**src/rtl/seg_scan_ctrl.sv**
```systemverilog
// Four-digit multiplexed 7-segment scan controller.
// A tick divider paces the digit scan. New values go into a one-entry pending
// slot, and the display register picks them up only at frame boundaries.
module seg_scan_ctrl #(
  parameter int unsigned TICK_DIV = 262144
) (
  input  logic        sys_clk,
  input  logic        reset,
  input  logic        load_valid,
  output logic        load_ready,
  input  logic [15:0] load_data,
  input  logic [3:0]  load_dp,
  input  logic        blank_lz,
  output logic [3:0]  Segment_Sel,
  output logic [7:0]  Segment_Out,
  output logic        frame_done
);

  localparam int unsigned CW = (TICK_DIV > 2) ? $clog2(TICK_DIV) : 1;
  localparam logic [CW-1:0] TICK_MAX = CW'(TICK_DIV - 1);

  typedef enum logic [2:0] {
    BLANK,
    DIG0,
    DIG1,
    DIG2,
    DIG3
  } scan_state_t;

  scan_state_t   state, state_next;
  logic [CW-1:0] tick_cnt;
  logic          tick;
  logic          wrap;
  logic          commit;
  logic          accept;
  logic          pend_valid;
  logic [19:0]   pend_val;
  logic [19:0]   disp_val;
  logic [19:0]   disp_next;
  logic [3:0]    sel_next;
  logic [7:0]    out_next;

  // Seven-segment pattern for one hex nibble, active low, bits g..a.
  function automatic logic [6:0] hex7(input logic [3:0] n);
    case (n)
      4'h0: hex7 = 7'h40;
      4'h1: hex7 = 7'h79;
      4'h2: hex7 = 7'h24;
      4'h3: hex7 = 7'h30;
      4'h4: hex7 = 7'h19;
      4'h5: hex7 = 7'h12;
      4'h6: hex7 = 7'h02;
      4'h7: hex7 = 7'h78;
      4'h8: hex7 = 7'h00;
      4'h9: hex7 = 7'h10;
      4'hA: hex7 = 7'h20;
      4'hB: hex7 = 7'h03;
      4'hC: hex7 = 7'h46;
      4'hD: hex7 = 7'h21;
      4'hE: hex7 = 7'h06;
      default: hex7 = 7'h0E;
    endcase
  endfunction

  assign tick   = (tick_cnt == TICK_MAX);
  assign wrap   = tick && (state == DIG3);
  assign commit = wrap && pend_valid;
  assign accept = load_valid && !pend_valid;
  assign load_ready = !pend_valid;
  assign disp_next  = commit ? pend_val : disp_val;

  // Digit-slot divider: count 0..TICK_DIV-1, then wrap.
  always_ff @(posedge sys_clk or posedge reset) begin
    if (reset)     tick_cnt <= '0;
    else if (tick) tick_cnt <= '0;
    else           tick_cnt <= tick_cnt + 1'b1;
  end

  // Scan state register.
  always_ff @(posedge sys_clk or posedge reset) begin
    if (reset) state <= BLANK;
    else       state <= state_next;
  end

  // Scan sequencing: advance one digit per tick, DIG3 loops back to DIG0.
  always_comb begin
    state_next = state;
    if (tick) begin
      case (state)
        BLANK:   state_next = DIG0;
        DIG0:    state_next = DIG1;
        DIG1:    state_next = DIG2;
        DIG2:    state_next = DIG3;
        DIG3:    state_next = DIG0;
        default: state_next = BLANK;
      endcase
    end
  end

  // Pending slot: a commit empties it, so it cannot also accept in that cycle.
  always_ff @(posedge sys_clk or posedge reset) begin
    if (reset) begin
      pend_valid <= 1'b0;
      pend_val   <= '0;
    end else if (commit) begin
      pend_valid <= 1'b0;
    end else if (accept) begin
      pend_valid <= 1'b1;
      pend_val   <= {load_dp, load_data};
    end
  end

  // Display register is updated only at the frame wrap.
  always_ff @(posedge sys_clk or posedge reset) begin
    if (reset)       disp_val <= '0;
    else if (commit) disp_val <= pend_val;
  end

  // Decode for the upcoming state. The outputs are registered, so they use
  // disp_next: a freshly committed value then appears together with DIG0.
  always_comb begin
    sel_next = '1;
    out_next = '1;
    case (state_next)
      DIG0: begin
        sel_next = 4'b1110;
        out_next = {~disp_next[16], hex7(disp_next[3:0])};
      end
      DIG1: begin
        sel_next = 4'b1101;
        out_next = {~disp_next[17],
                    (blank_lz && disp_next[15:4] == '0) ? 7'h7F : hex7(disp_next[7:4])};
      end
      DIG2: begin
        sel_next = 4'b1011;
        out_next = {~disp_next[18],
                    (blank_lz && disp_next[15:8] == '0) ? 7'h7F : hex7(disp_next[11:8])};
      end
      DIG3: begin
        sel_next = 4'b0111;
        out_next = {~disp_next[19],
                    (blank_lz && disp_next[15:12] == '0) ? 7'h7F : hex7(disp_next[15:12])};
      end
      default: begin
        sel_next = '1;
        out_next = '1;
      end
    endcase
  end

  // Output registers: select, segments and the frame pulse all change on one edge.
  always_ff @(posedge sys_clk or posedge reset) begin
    if (reset) begin
      Segment_Sel <= '1;
      Segment_Out <= '1;
      frame_done  <= 1'b0;
    end else begin
      Segment_Sel <= sel_next;
      Segment_Out <= out_next;
      frame_done  <= wrap;
    end
  end

endmodule
```
**config.mk**
```make
export PLATFORM = sky130hd
export DESIGN_NAME = seg_scan_ctrl
export DESIGN_NICKNAME = d
export VERILOG_FILES = /design/src/rtl/seg_scan_ctrl.sv
export SDC_FILE = /design/constraint.sdc
export NUM_CORES = 1
export LEC_CHECK = 0
export ABC_CLOCK_PERIOD_IN_PS = 9600
export BUFFER_PORTS_ARGS = -buffer_cell sky130_fd_sc_hd__clkbuf_2
export CELL_PAD_IN_SITES_DETAIL_PLACEMENT = 0
export CELL_PAD_IN_SITES_GLOBAL_PLACEMENT = 2
export CORE_ASPECT_RATIO = 1.2
export CORE_MARGIN = 2
export CORE_UTILIZATION = 42
export DETAILED_ROUTE_END_ITERATION = 16
export PLACE_DENSITY = 0.85
export SYNTH_ARGS = -nofsm -noshare
export SYNTH_HDL_FRONTEND = slang
export SYNTH_SLANG_ARGS = --single-unit
```
**constraint.sdc**
```tcl
create_clock -name sys_clk -period 9.6 [get_ports sys_clk]
set_clock_uncertainty 0.1 [all_clocks]
set_input_delay 1.92 -clock sys_clk [delete_from_list [all_inputs] [get_ports sys_clk]]
set_output_delay 1.92 -clock sys_clk [all_outputs]
set_load 0.05 [all_outputs]
```
==> run summary <==
Overall Global Routing Usage: 23.20%
Synth Flop Type: dfrtp_1
Final period util: 42.54%
Comb power frac: 4.8%
Avg Inst Size Synth: 9.836 sq um
CTS buffer count: 9
Total routed wirelength: 13.64 mm
Vias/cell: 5.792
Slew HR: 34.67%
Root Buffer: clkbuf_16
Crit path max fanout: 26
Fin crit period: 4084 ps
P&R area growth vs syn: 12.52%
Crit Path Category: flip-flop to flip-flop
FP Rows: 43
Clock Sinks: 75
Post-DP Area: 5225 sq um
Worst IR Drop VDD: 64.79 uV
DR iter-0 viols: 209
Slew Viols, Final: 0
Commonest non-fill, non-tap cells in the layout: dfrtp_1, nor2_1, nand2_1, clkbuf_2, o21ai_0
Sequential power share: 48.7%
Pin count of the biggest net entering global routing: 76
Cts repair resizes: 0
Worst path arrival time: 4240 ps
Internal power: 0.5326 mW
Psw: 0.1600 mW
Final Cell Area: 5500 sq um
Gr ovfl total: 0
EDFF count, synth: 0
Total Power: 0.6926 mW
Vias in the first global route: 4054
Die area: 12520 sq um
Fillers: 1138
Die Wd: 102.5 um
Hold Path Stages: 2
Worst Tran Pin Value: 979.9 ps
Commonest non-fill, non-tap cell in the layout: dfrtp_1
First-pass iteration count of the detailed router: 5
DPL Wire Length: 9.931 mm
First-pass GRT wire length: 21.89 mm
DR vias: 4043
Nets: 586
Avg WL per Cell: 19.53 um
Switching Fraction: 23.10%
Status: finished clean
Core area: 11460 sq um
Footprint of the multi-input gates: 2821 sq um
Hold buffer count at cts: 0
Unrepaired setup endpoints after global routing: no
Count of endpoints failing setup in the final report: 0
Data required, critical path: 9760 ps
DP Worst Slack: 5542 ps
Post-Synthesis Cells: 497
Min setup slack post-route: 5516 ps
Clock latency on the worst-skew pair: 340 ps
Share of synthesized flip-flops with an asynchronous set or reset: 100.0%
Clk pwr share: 46.5%
Post-synthesis sequential area ratio: 38.70%
Cells on worst reg2reg path: 14
Clock-pin slew of the registers on the worst-case setup and hold paths: 60 ps
TritonCTS clock tree: built
RR Endpoint: Segment_Out[1]
CP Capture Type: flip-flop
YS warnings: 0
H-tree Lvls: 3
Number of nets with antenna violations after routing: 0
Synth unique cells: 84
Clk buf depth: 2
Hold crit path type: flip-flop to flip-flop
Register area: 1892 sq um
Post-CTS setup buffers: 0
Initial antenna violation count: 0
Reg2reg start: tick_cnt[0]
Number of port buffers: 37
MaxCap Viol Count: 0
Hold Path End: disp_val[17]
DIE HEIGHT: 122.2 um
Yosys reg bits: 75
Leak pwr: 2.410 nW
PwrDens: 125.9 nW/um^2
Synthesized area: 4888 sq um
Hold path start: disp_val[17]
Diodes inserted: 0
Layout cells sized above 1: 23.11%
Synthesized Nets: 547
Initial Utilization: 42.66%
Startpoint Class: flip-flop
Drc violations: 0
Final Hold Viols: 0
GPL Wtd Cong: 0.9196
IO Pins: 38
Setup total negative slack: 0 ps
Max Clk Rate: 244.9 MHz
Flop2flop setup slack: 5520 ps
## logic make-up after synthesis
logic type,after synthesis,synth area share (%)
AOI/OAI and AO/OA,119,16.84
xor gates and xnor gates,19,3.404
adders and majority gates,26,6.655
buffers and inverters,39,3.634
DFF,75,38.70
muxes,38,8.702
and+or+nand+nor,181,22.06
## critical path, cell delays in order, from the launching register on
cell     delay, ps
dfrtp_1        380
ha_1           240
nand3_4        170
nor3_4         290
nand3_4        430
mux2_2         460
inv_1          110
ha_1           240
and2_0         280
and4_1         280
o21ai_1        110
o21ai_1        150
a21oi_1        180
o32ai_1        110
or4_1          470
## power by group through the flow
stage	clock network [mW]	logic, mW	registers (mW)
after detailed placement	0	0.0337	0.343
after global routing	0.341	0.0375	0.339
after CTS	0.328	0.0340	0.337
after global placement	0	0.0330	0.342
after floorplan	0	0.0236	0.339
final	0.322	0.0332	0.338
## worst max-delay path by stage
stage,start,depth (start not counted),end
floorplan,reset,1,disp_val[0]
global placement,tick_cnt[0],13,Segment_Out[0]
detailed placement,tick_cnt[0],14,Segment_Out[1]
CTS,tick_cnt[0],14,Segment_Out[1]
global route,tick_cnt[0],13,Segment_Out[0]
finish,tick_cnt[0],14,Segment_Out[1]
## cells in the mapped netlist, drive strengths merged (11+ instances only)
library cell  instances  area, sq um
nand3                24        145.1
a21oi                24        123.9
nor2                 40        160.2
o21ai                39        210.2
mux2                 23        259.0
inv                  25        96.35
dfrtp                63         1577
nand2                38        145.1
nand4                13        96.34
xor2                 11        96.34
mux2i                15        166.4
ha                   26        325.3
dfstp                12        315.3
## per-stage QoR
stage / utilization (%) / hold slack (ps) / std cells
floorplan: - / 333.2 / 497
global placement: 45.59 / 351.5 / 682
detailed placement: 45.59 / 355.7 / 682
CTS: 48.00 / 368.0 / 698
global route: 48.00 / 385.2 / 698
finish: 48.00 / 366.7 / 698
## registers in the layout (all words and copies together) (netlist names)
signal	cells
frame_done	1
Segment_Sel	4
Segment_Out	8
pend_val	20
disp_val	20
tick_cnt	18
state	3
pend_valid	1
## layout make-up
cell class / count / area share (%)
inverter: 26 / 1.820
tap: 157 / 3.571
clock inverter: 1 / 0.1365
sequential: 75 / 34.39
multi-input combinational: 383 / 51.30
clock buffer: 15 / 4.868
timing repair buffer: 41 / 3.913
## per-layer routing
metal / global-route usage, % / wire, um / vias up
met1: 29.47 / 5976 / 1995
met5: 0 / 0 / -
met4: 8.000 / 342 / 0
li1: - / - / 1905
met3: 3.787 / 466 / 22
met2: 39.62 / 6849 / 121
(Power assumes the default switching activity.)
